--- src/rtl/edge_delay_meter_pkg.sv ---
// Shared types and default sizing for the edge-to-edge delay meter.
package edge_delay_meter_pkg;
  localparam int CNT_W_DEF   = 8;
  localparam int TIMEOUT_DEF = 255;

  typedef enum logic [1:0] {
    IDLE  = 2'd0,
    COUNT = 2'd1,
    DONE  = 2'd2
  } state_t;
endpackage

--- src/rtl/edge_delay_meter_rise_edge_detect.sv ---
// Registered-previous-sample rising edge detector; rise is combinational on the current input.
module rise_edge_detect (
  input  logic clk,
  input  logic rst,
  input  logic in,
  output logic rise
);
  logic prev_p0;

  always_ff @(posedge clk) begin
    if (rst) prev_p0 <= 1'b0;
    else     prev_p0 <= in;
  end

  assign rise = in & ~prev_p0;
endmodule

--- src/rtl/edge_delay_meter.sv ---
// Measures cycles from a start rising edge to a stop rising edge, with timeout and min/max stats.
module edge_delay_meter
  import edge_delay_meter_pkg::*;
#(
  parameter int CNT_W   = CNT_W_DEF,
  parameter int TIMEOUT = TIMEOUT_DEF
) (
  input  logic             clk,
  input  logic             rst,
  input  logic             start_in,
  input  logic             stop_in,
  input  logic             result_ack,
  input  logic             stats_clr,
  output logic [CNT_W-1:0] delay,
  output logic             result_valid,
  output logic             timeout,
  output logic             busy,
  output logic [CNT_W-1:0] delay_min,
  output logic [CNT_W-1:0] delay_max,
  output logic             overrun
);
  localparam logic [CNT_W-1:0] TMO = CNT_W'(TIMEOUT);

  state_t           state, state_n;
  logic             start_rise, stop_rise;
  logic [CNT_W-1:0] cnt;
  logic             load, load_to, cnt_start, cnt_inc;
  logic [CNT_W-1:0] load_val;

  rise_edge_detect u_start_edge (.clk(clk), .rst(rst), .in(start_in), .rise(start_rise));
  rise_edge_detect u_stop_edge  (.clk(clk), .rst(rst), .in(stop_in),  .rise(stop_rise));

  always_ff @(posedge clk) begin
    if (rst) state <= IDLE;
    else     state <= state_n;
  end

  always_comb begin
    state_n = state;
    case (state)
      IDLE:    if (start_rise) state_n = stop_rise ? DONE : COUNT;
      COUNT:   if (stop_rise || cnt == TMO) state_n = DONE;
      DONE:    if (result_ack) state_n = IDLE;
      default: state_n = IDLE;
    endcase
  end

  // A stop edge on the timeout cycle still yields a normal result.
  always_comb begin
    load      = 1'b0;
    load_to   = 1'b0;
    load_val  = '0;
    cnt_start = 1'b0;
    cnt_inc   = 1'b0;
    busy      = (state == COUNT);
    case (state)
      IDLE: begin
        if (start_rise && stop_rise) load = 1'b1;
        else if (start_rise)         cnt_start = 1'b1;
      end
      COUNT: begin
        if (stop_rise) begin
          load     = 1'b1;
          load_val = cnt;
        end else if (cnt == TMO) begin
          load     = 1'b1;
          load_to  = 1'b1;
          load_val = TMO;
        end else begin
          cnt_inc = 1'b1;
        end
      end
      default: ;
    endcase
  end

  always_ff @(posedge clk) begin
    if (rst) begin
      cnt          <= '0;
      delay        <= '0;
      timeout      <= 1'b0;
      result_valid <= 1'b0;
    end else begin
      if (cnt_start)    cnt <= CNT_W'(1);
      else if (cnt_inc) cnt <= cnt + CNT_W'(1);
      if (load) begin
        delay        <= load_val;
        timeout      <= load_to;
        result_valid <= 1'b1;
      end else if (state == DONE && result_ack) begin
        result_valid <= 1'b0;
      end
    end
  end

  // Clear outranks a same-cycle statistics update.
  always_ff @(posedge clk) begin
    if (rst || stats_clr) begin
      delay_min <= '1;
      delay_max <= '0;
      overrun   <= 1'b0;
    end else begin
      if (start_rise && state != IDLE) overrun <= 1'b1;
      if (load && !load_to) begin
        if (load_val < delay_min) delay_min <= load_val;
        if (load_val > delay_max) delay_max <= load_val;
      end
    end
  end
endmodule

--- config.mk ---
export PLATFORM = sky130hd
export DESIGN_NAME = edge_delay_meter
export DESIGN_NICKNAME = d
export VERILOG_FILES = /design/src/rtl/edge_delay_meter_pkg.sv /design/src/rtl/edge_delay_meter_rise_edge_detect.sv /design/src/rtl/edge_delay_meter.sv
export SDC_FILE = /design/constraint.sdc
export NUM_CORES = 1
export LEC_CHECK = 0
export ABC_AREA = 1
export ABC_CLOCK_PERIOD_IN_PS = 3600
export CAP_MARGIN = 20
export CORE_MARGIN = 10
export CORE_UTILIZATION = 50
export CTS_CLUSTER_SIZE = 28
export DETAILED_ROUTE_END_ITERATION = 8
export PLACE_DENSITY = 0.76
export SETUP_SLACK_MARGIN = 0.5
export SYNTH_ARGS = -nofsm -noshare
export SYNTH_HDL_FRONTEND = slang
export SYNTH_SLANG_ARGS = --single-unit
export TNS_END_PERCENT = 100
--- constraint.sdc ---
create_clock -name clk -period 3.6 [get_ports clk]
set_clock_uncertainty 0.05 [all_clocks]
set_input_delay 0.36 -clock clk [delete_from_list [all_inputs] [get_ports clk]]
set_output_delay 0.36 -clock clk [all_outputs]
set_load 0.05 [all_outputs]
* After elaboration in Yosys (flattened, before gate mapping)
Index checks and enable logic that the tools add are counted.
** Storage, ports and cells
- Flip-flop bits (word level) :: 39
- Bits of input ports :: 6
- Output and inout bits :: 28
- Word-level logic and storage cells :: 63
** Operators by class
- Add/subtract/negate cells :: 1
- Magnitude comparators :: 2
- Eq/ne operators :: 6
- Muxes and demuxes :: 24
- Bitwise gates (word level) :: 4
- Reduce and logical (&&, ||, !) cells :: 15
** Operators with widths (number)
- 8-bit 2-to-1 mux :: 3
- 1-bit 2-to-1 mux :: 15
- 8-bit by 1-bit adder with 8-bit output (second input constant) :: 1
- 8-bit equality test (second input constant) :: 1
- 8-bit > comparator :: 1
- 8-bit less-than comparator :: 1
- 2-bit 2-to-1 mux :: 4
- 2-bit case mux with 3 select lines :: 1
- 2-bit nonzero test :: 3
- 1-bit logical AND :: 4
- 2-bit inequality test (second input constant) :: 2
- 2-bit AND reduction :: 2
- 3-bit AND reduction :: 1
- 1-bit bitwise AND :: 2
- 2-bit by 1-bit equality test with 1-bit output (second input constant) :: 1
- 2-bit equality test (second input constant) :: 1
- 2-bit logical NOT :: 1
- 1-bit logical OR :: 2
- 2-bit by 1-bit inequality test with 1-bit output (second input constant) :: 1
- 1-bit inverter :: 2
- 1-bit case mux with 2 select lines :: 1
- 2-bit OR reduction :: 1
- 1-bit logical NOT :: 1

* Logic depth before layout (Yosys ltp)
Gate-level depths: netlist of run 1.
- Depth after elaboration :: 7
- Depth in mapped cells :: 19
- Mapped depth without buffers :: 18

* Hierarchy
Synthesis of run 1 repeated with hierarchy kept, for this count alone.
** Second synthesis, totals
- Cell total of the unflattened synthesis :: 259
- Area total of the unflattened synthesis :: 2021.9 um2
** Modules (own cells, without submodules)
- edge_delay_meter :: times used 1, cells an instance 251, area an instance 1959.4 um2, sequential area each 740.7 um2
- rise_edge_detect :: times used 2, cells an instance 4, area an instance 31.3 um2, sequential area each 20.0 um2

* Worst setup path after synthesis of run 1
OpenSTA, ideal clock, no wires.
- Kind :: register to register
- Start :: register cnt[1]
- End :: register delay_min[0]
- Setup time :: 133 ps
- Arrival :: 2355 ps
- Required time :: 3417 ps
- Path slack :: 1062 ps
- Stages on the path, launching flop included :: 17
- Buffers on the path :: 0
- Period minus slack after synthesis :: 2538 ps
- Path through :: dfxtp_1 ha_1 nand2_1 nor2_2 nand2_1 nand2_4 inv_2 nor2_1 inv_2 a21oi_2 ha_1 a21oi_1 o21ai_2 a211oi_4 nand2_4 nand2_1 nand3_1
** On the way
- Elaborated cells on any way between the ends :: 13
- Classes of those cells :: order compare: 1; eq/ne: 1; mux: 8; reduce/logical: 3
** RTL lines
- start, declared :: RTL line edge_delay_meter.sv:26 : logic [CNT_W-1:0] cnt;
- start signal, assigned :: RTL line edge_delay_meter.sv:85 : else if (cnt_inc) cnt <= cnt + CNT_W'(1);
- 8-bit equality test :: RTL line edge_delay_meter.sv:65 : end else if (cnt == TMO) begin
- 8-bit 2-to-1 mux :: RTL line edge_delay_meter.sv:65
- 8-bit 2-to-1 mux :: RTL line edge_delay_meter.sv:62 : if (stop_rise) begin
- 8-bit 2-to-1 mux :: RTL line edge_delay_meter.sv:56 : case (state)
- net load_val[5] :: RTL line edge_delay_meter.sv:28 : logic [CNT_W-1:0] load_val;
- 8-bit less-than comparator :: RTL line edge_delay_meter.sv:105 : if (load_val < delay_min) delay_min <= load_val;
- 2-bit AND reduction (no source line)
- end signal, assigned :: RTL line edge_delay_meter.sv:105
- end, declared :: RTL line edge_delay_meter.sv:18 : output logic [CNT_W-1:0] delay_min,
The timed path passes the listed nets, and every way through them passes these cells.
A chain may end at the register's enable or synchronous reset.

* Final worst setup path of run 1
- Start :: input port stop_in
- End :: register delay_min[3]
** On the way
- Elaborated cells on any way between the ends :: 13
- Classes of those cells :: order compare: 1; mux: 7; bitwise: 1; reduce/logical: 4
** RTL lines
- start, declared :: RTL line edge_delay_meter.sv:11 : input logic stop_in,
- 1-bit bitwise AND :: RTL line edge_delay_meter_rise_edge_detect.sv:15 : assign rise = in & ~prev_p0;
- 8-bit 2-to-1 mux :: RTL line edge_delay_meter.sv:62
- 8-bit 2-to-1 mux :: RTL line edge_delay_meter.sv:56
- net load_val[7] :: RTL line edge_delay_meter.sv:28
- 8-bit less-than comparator :: RTL line edge_delay_meter.sv:105
- 2-bit AND reduction (no source line)
The timed path passes the listed nets, and every way through them passes these cells.

==> summary.md, run 1 <==
| Metric | Value |
|---|---|
| Nets@finish | `roughly 330` |
| Setup crit end kind | `flip-flop` |
| Synthesized flop and latch total | `39` |
| Max layer used | `met4` |
| Synth area leader | `dfxtp_1` |
| Avg Cell Area, Syn | `approximately 7.7 um2` |
| Hold path startpoint | `delay[2]$_SDFFE_PP0P_` |
| Crit share post-route | `between 80% and 90%` |
| Met3 WL post-DR | `333 um` |
| Number of global-route vias before repair | `roughly 1700` |
| Post-Syn Area | `approximately 2000 um2` |
| Finish-stage setup viols | `0` |
| Max Freq | `about 340 MHz` |
| Critical path cell sequence | `clkdlybuf4s50_1, inv_2, nor2_8, inv_2, nand2_4, inv_2, nor2_1, inv_2, a21oi_2, ha_1, nand2_1, o21ai_2, a211oi_4, buf_4, nand3_1, nand3_1` |
| Reg-to-Reg Start | `cnt[1]$_SDFFE_PP0P_` |
| Area contributors post-synth | `dfxtp_1 39%, ha_1 9.9%, nand2_1 8.9%` |
| Fraction of layout cells with a size suffix above 1 | `approximately an eighth` |
| RSZ-0062 raised after global routing | `yes` |
| Comb power frac | `between 15 and 20%` |
| Initial antenna violation count | `0` |
| CTS tree | `yes` |
| HP Class | `flip-flop to flip-flop` |
| Met2 WL | `approximately 2.1 mm` |
| Post-place setup slack | `a little over 0.3 ns` |
| Critical Path Source | `stop_in` |
| Switching Share | `approximately a quarter` |
| IR Drop Worst-Case VDD | `0.2649 mV` |
| Yosys warning total | `0` |
| WL per Instance | `about 13 um` |
| Gpl congestion | `between 0.9 and 1` |
| Synth cell types | `32` |
| WP buf/inv | `6` |
| Setup TNS | `0 ns` |
| CP startpoint kind | `input port` |
| DRC | `0` |
| Reg2Reg Depth | `16` |
| Clock share of power | `roughly two fifths` |
| Post-synthesis compound-gate area fraction | `between 10% and 20%` |
| DIE WIDTH | `around 83 um` |
| Via count | `about 1800` |
| Hold depth | `2` |
| Flop pwr share | `a little over two fifths` |
| Synth Area in XOR/XNOR | `1.304%` |
| Yosys top cell area share | `roughly two fifths` |
| Post-route cell area | `2587 um2` |
| Final Critical Period | `between 2 and 3 ns` |
| H-tree level count | `2` |
| Tot Pwr | `between 1000 and 1500 uW` |
| Crit Path Class | `input port to flip-flop` |
| Internal power | `between 700 and 800 uW` |
| Max Transition Viols Final | `0` |
| Worst Max-Slew Pin Slew | `around 0.50 ns` |
| Diode count | `0` |
| CP max FO | `9` |
| Status | `finished clean` |
| Skew-Pair Late Insertion Delay | `0.29 ns` |
| Drt first-iter violations | `103` |
| GR Overflow Total | `0` |
| CTS clk-pin slew, worst paths | `roughly 0.080 ns` |
| Psw | `roughly 280 uW` |
| Post-route ant nets | `0` |
| Bufs on Longest Clock Path | `2` |
| Max_slew headroom | `between 60% and 70%` |
| DR vias/cell | `5.000` |
| Max_cap viols | `0` |
| Mapped Cells | `263` |
| CTS Sinks | `39` |
| Worst path required time | `between 3 and 4 ns` |
| Reg2Reg Setup Slack | `between 0.7 and 0.8 ns` |
| Hold Vio Cnt, Final | `0` |
| Num ports | `34` |
| Largest family of logic cells by synthesized area | `simple AND/OR/NAND/NOR gates` |
| Initial Util | `roughly half` |
| Data arrival, critical path | `between 3 and 4 ns` |
| Drt total wl | `approximately 4.6 mm` |
| Crit-path slowest cell | `clkdlybuf4s50_1` |
| Total Routing Usage GR | `13.04%` |
| Worst setup margin | `just under 0.7 ns` |
| Core area | `about 4000 um2` |
| Rows | `23` |
| Placed instance area | `2426 um2` |
| Adder-Cell Fraction of Synth Area | `under 10%` |
| Reg2Reg Capture Point | `delay_min[3]$_SDFFE_PP1P_` |
| First-pass GRT wire length | `7.714 mm` |
| Simple-gate share of the synthesized area | `between 20% and 30%` |
| Clock root cell | `clkbuf_8` |
| CP top delay family | `buffers and inverters` |
| Critical Path Most Common Cell | `inv_2` |
| CP Depth | `16` |
| Largest net degree at the start of global routing | `18` |
| Final HPWL DP | `between 3 and 4 mm` |
| First drt pass iteration count | `4` |
| Mux share of post-synthesis cell area | `0%` |
| CTS Buf Count | `5` |
| Seq/Total Area, Yosys | `between 30 and 40%` |
| M1 WL | `2.138 mm` |
| Worst path max stage delay | `0.47 ns` |
| Mapped Nets | `285` |
| P&R area growth vs syn | `28.37%` |
| Chip Height | `83.50 um` |
| Pwr dens | `407.3 nW/um2` |
| WHS Endpoint | `delay[2]$_SDFFE_PP0P_` |
| Die ar. | `roughly 7000 um2` |
| WHS | `approximately 0.42 ns` |
| Leakage | `about 0.0011 uW` |
| Port bufs | `33` |
==> metrics by stage <==
stage	util [%]	std cells
after floorplan	-	263
final	65.63	357
after global routing	65.63	357
after CTS	65.00	355
after detailed placement	61.54	347
after global placement	61.54	347
==> worst max-delay path by stage <==
stage / endpoint / slack (ns)
2_1_floorplan: delay_min[0]$_SDFFE_PP1P_ / 1.06
3_3_place_gp: delay_min[4]$_SDFFE_PP1P_ / 0.40
3_5_place_dp: delay_min[3]$_SDFFE_PP1P_ / 0.30
4_1_cts: delay_min[3]$_SDFFE_PP1P_ / 0.61
5_1_grt: delay_max[1]$_SDFFE_PP0P_ / 0.50
6_report: delay_min[3]$_SDFFE_PP1P_ / 0.69
==> layout make-up <==
cell class	instances	area, um2
clock buffers	5	68.82
inverters	49	186.4
multi-input cells	172	1046
clock inverters	3	67.56
well taps	50	62.56
fillers	355	1355
repair buffers	39	375.4
flip-flops and latches	39	780.7
==> cell families (layout without fill, tap and decap cells) <==
kind of cell               Yosys count  count (layout)
DFF                                 39              39
buffers and inverters               52              96
adders and majority gates           16              16
xor gates and xnor gates             3               3
and+or+nand+nor                    102             102
AOI/OAI and AO/OA                   51              51
==> power by group through the flow <==
| stage | Combinational [uW] | Sequential (uW) | Clock (uW) |
|---|---|---|---|
| final | 162 | 454 | 437 |
| after global routing | 178 | 456 | 464 |
| after CTS | 160 | 454 | 446 |
| after detailed placement | 159 | 465 | 0 |
| after global placement | 156 | 464 | 0 |
| after floorplan | 80.5 | 497 | 0 |
==> what timing repair did <==
| item | 4_1_cts | 5_1_grt |
|---|---|---|
| setup buffers | 0 | 2 |
| endpoints found under the setup margin | 0 | 16 |
| hold endpoints to repair | 0 | 0 |
| resized for setup | 0 | 2 |
| hold buffers | 0 | 0 |
==> layout by cell type (no fill, tap or decap), types with 3 or more instances in the layout <==
cell type and count:
xor2_1 3, buf_4 6, nor3_1 5, inv_1 41, nand2_1 47, dfxtp_1 39, a21oi_1 26, o21ai_1 7
inv_2 6, clkbuf_8 5, nor2_1 16, clkdlybuf4s50_1 33, ha_1 16, a21oi_2 5, nand3_1 19, o21ai_0 6
==> layer usage <==
layer	global-route usage [%]	vias up
met3	4.785	6
met2	19.94	48
met4	4.871	0
li1	-	937
met5	0	-
met1	16.26	794
==> cell usage after synthesis, drive strengths merged <==
cell type / instances
a211oi: 1
a21oi: 33
buf: 1
clkbuf: 2
clkinv: 1
dfxtp: 39
ha: 16
inv: 48
nand2: 51
nand3: 20
nand4: 1
nor2: 21
nor3: 5
nor3b: 2
nor4: 1
o211ai: 1
o21a: 2
o21ai: 14
or2: 1
xor2: 3
==> sequential cells by signal, indices dropped and copies added, names as in the netlist, 2 cells and up <==
| name | count |
|---|---|
| delay_max | 8 |
| cnt | 8 |
| delay | 8 |
| state | 2 |
| delay_min | 8 |
==> worst min-delay path: cells and delay by family (launching register included) <==
kind,cells,cell delay [ns]
compound gates,1,0.06
flops,1,0.31
simple gates,1,0.06
(Power assumes the default switching activity.)
==> run 2: changes to the inputs <==
ABC_CLOCK_PERIOD_IN_PS = 2400   (was 3600)
CORE_UTILIZATION = 47   (was 50)
PLACE_DENSITY = 0.75   (was 0.76)
clock period = 2.4 ns   (was 3.6 ns; I/O delays follow)
==> summary.md, run 2 (synthesis gave the netlist of run 1 again) <==
| Metric | Value |
|---|---|
| CP max FO | `6` |
| Setup crit end kind | `flip-flop` |
| Internal power | `approximately 1100 uW` |
| Leakage | `about 0.0015 uW` |
| Drt first-iter violations | `151` |
| Final HPWL DP | `4.075 mm` |
| Initial antenna violation count | `0` |
| Most frequent cells in the layout | `51 x buf_4, 41 x nand2_1, 39 x inv_1, 36 x dfxtp_1, 32 x clkdlybuf4s50_1` |
| Number of global-route vias before repair | `2096` |
| RSZ-0062 raised after global routing | `yes` |
| First-pass GRT wire length | `a little over 10 mm` |
| Violated checks | `setup timing` |
| Max Transition Viols Final | `0` |
| DR vias/cell | `5.331` |
| Num ports | `34` |
| Worst path required time | `~2.6 ns` |
| Chip Height | `85.49 um` |
| Comb power frac | `about a fifth` |
| Via count | `approximately 2200` |
| Initial Util | `between 40% and 50%` |
| WHS Endpoint | `overrun$_SDFFE_PP0P_` |
| Critical path cell sequence | `ha_4, nand2_4, nor2_4, nand2_2, nand2_4, inv_2, nor2_4, inv_6, a21oi_4, buf_4, ha_4, a21oi_2, o21ai_2, a211oi_4, buf_6, nand3_1, nand3_1` |
| CTS Buf Count | `5` |
| Most common cell after layout, fill and taps aside | `buf_4` |
| Finish-stage setup viols | `16` |
| Total Routing Usage GR | `roughly 17%` |
| Core area | `approximately 4100 um2` |
| Crit share post-route | `111.6%` |
| HP Class | `flip-flop to flip-flop` |
| Rows | `23` |
| Reg2Reg Setup Slack | `-0.28 ns` |
| IR Drop Worst-Case VDD | `0.2786 mV` |
| Hold Vio Cnt, Final | `0` |
| Clock share of power | `35.9%` |
| CP startpoint kind | `flip-flop` |
| Bufs on Longest Clock Path | `2` |
| Max Freq | `between 300 and 400 MHz` |
| Worst setup margin | `-0.2779 ns` |
| Crit-path slowest cell | `dfxtp_2` |
| P&R area growth vs syn | `60.52%` |
| Skew-Pair Late Insertion Delay | `approximately 0.30 ns` |
| H-tree level count | `2` |
| Largest net degree at the start of global routing | `14` |
| Fill count | `264` |
| Placed cells | `approximately 380` |
| Worst Max-Slew Pin Slew | `a little over 0.6 ns` |
| Reg2Reg Depth | `17` |
| Crit Path Class | `flip-flop to flip-flop` |
| Hold depth | `1` |
| Max_cap viols | `0` |
| WL per Instance | `16.51 um` |
| Nets@finish | `382` |
| Flop pwr share | `42.8%` |
| Reg-to-Reg Start | `cnt[0]$_SDFFE_PP0P_` |
| Gpl congestion | `0.9512` |
| Die ar. | `between 7000 and 8000 um2` |
| Worst path max stage delay | `about 0.37 ns` |
| CTS tree | `yes` |
| Diode count | `0` |
| Hold path startpoint | `overrun$_SDFFE_PP0P_` |
| Status | `finished, violations left` |
| Psw | `roughly 460 uW` |
| GR Overflow Total | `0` |
| Non-filler cells, final | `between 400 and 500` |
| Fraction of layout cells with a size suffix above 1 | `a little over a third` |
| Drt total wl | `a little under 7 mm` |
| Switching Share | `between 20 and 30%` |
| Pwr dens | `about 500 nW/um2` |
| Post-route ant nets | `0` |
| Final Critical Period | `~2.7 ns` |
| DRC | `0` |
| Data arrival, critical path | `between 2 and 3 ns` |
| Reg2Reg Capture Point | `delay_min[5]$_SDFFE_PP1P_` |
| CTS clk-pin slew, worst paths | `about 0.08 ns` |
| Max_slew headroom | `approximately three fifths` |
| Hold bufs inserted after CTS | `0` |
| DIE WIDTH | `roughly 85 um` |
| Clock root cell | `clkbuf_8` |
| Port bufs | `33` |
| Post-place setup slack | `-0.3710 ns` |
| First drt pass iteration count | `4` |
| CTS Sinks | `39` |
## run 2: cell count changes in the layout (fill, tap and decap cells not counted), moves of 6 or more
cell / delta
a21oi_1: -7
buf_4: +45
buf_6: +8
ha_1: -6
ha_4: +6
nand2_1: -6
## run 2: routing by layer
metal	wire length, um	GRT usage (%)	up-vias	part of all wire (%)
met4	198	8.383	0	2.9
met5	0	0	-	0
met1	2745	19.05	1055	40
met2	3473	29.77	77	51
li1	-	-	1041	-
met3	369	3.784	18	5.4
## run 2: per-stage QoR
step / setup TNS (ns) / cell area, um2 / util, % / hold slack [ns] / total power [uW]
after floorplan: -0.2416 / 2095 / - / 0.2517 / 877.3
after CTS: -1.026 / 3118 / 76.30 / 0.4181 / 1571
after global placement: -4.168 / 2739 / 67.02 / 0.4001 / 975.7
after detailed placement: -4.942 / 2739 / 67.02 / 0.4065 / 981.3
final: -3.902 / 3236 / 79.18 / 0.4181 / 1597
after global routing: -5.860 / 3236 / 79.18 / 0.4397 / 1655
## run 2: how the worst max path moves through the flow
| stage | from | to | slack (ns) | depth (start not counted) |
|---|---|---|---|---|
| floorplan | state[0]$_SDFFE_PP0P_ | delay_min[0]$_SDFFE_PP1P_ | -0.03 | 13 |
| global placement | stop_in | delay_max[2]$_SDFFE_PP0P_ | -0.31 | 18 |
| detailed placement | stop_in | delay_max[1]$_SDFFE_PP0P_ | -0.37 | 18 |
| CTS | cnt[1]$_SDFFE_PP0P_ | delay_max[0]$_SDFFE_PP0P_ | -0.09 | 16 |
| global route | cnt[1]$_SDFFE_PP0P_ | delay_max[6]$_SDFFE_PP0P_ | -0.38 | 17 |
| finish | cnt[0]$_SDFFE_PP0P_ | delay_min[5]$_SDFFE_PP1P_ | -0.28 | 17 |
## run 2: area by class of cell
cell class | instances | area, um2 | share of cell area, %
Clock buffer | 6 | 82.58 | 2.552
Clock inverter | 2 | 35.03 | 1.083
Inverter | 49 | 197.7 | 6.110
Multi-Input combinational cell | 173 | 1271 | 39.29
Sequential cell | 39 | 784.5 | 24.25
Tap cell | 50 | 62.56 | 1.933
Timing Repair Buffer | 92 | 802.0 | 24.79
## run 2: power by group through the flow
stage	clock [uW]	sequential, uW	combinational, uW
6_report	574	684	340
5_1_grt	606	687	363
4_1_cts	573	683	315
3_5_place_dp	0	698	283
3_3_place_gp	0	698	278
2_1_floorplan	0	747	130
## run 2: timing repair
action / in CTS / in global routing
endpoints found under the hold margin: 0 / 0
setup endpoints to repair: 17 / 22
gates cloned: 1 / 0
resized for setup: 38 / 9
pin swaps: 23 / 9
buffers inserted: 12 / 11
## run 2: worst max-delay path: cells and delay by family, from the launching register on
family                   cells  cell delay (ns)
flip-flops                   1             0.37
AO/OA/AOI/OAI                4             0.71
AND/OR/NAND/NOR              7             0.68
adder cells (fa/ha/maj)      2             0.35
buffers and inverters        4             0.47
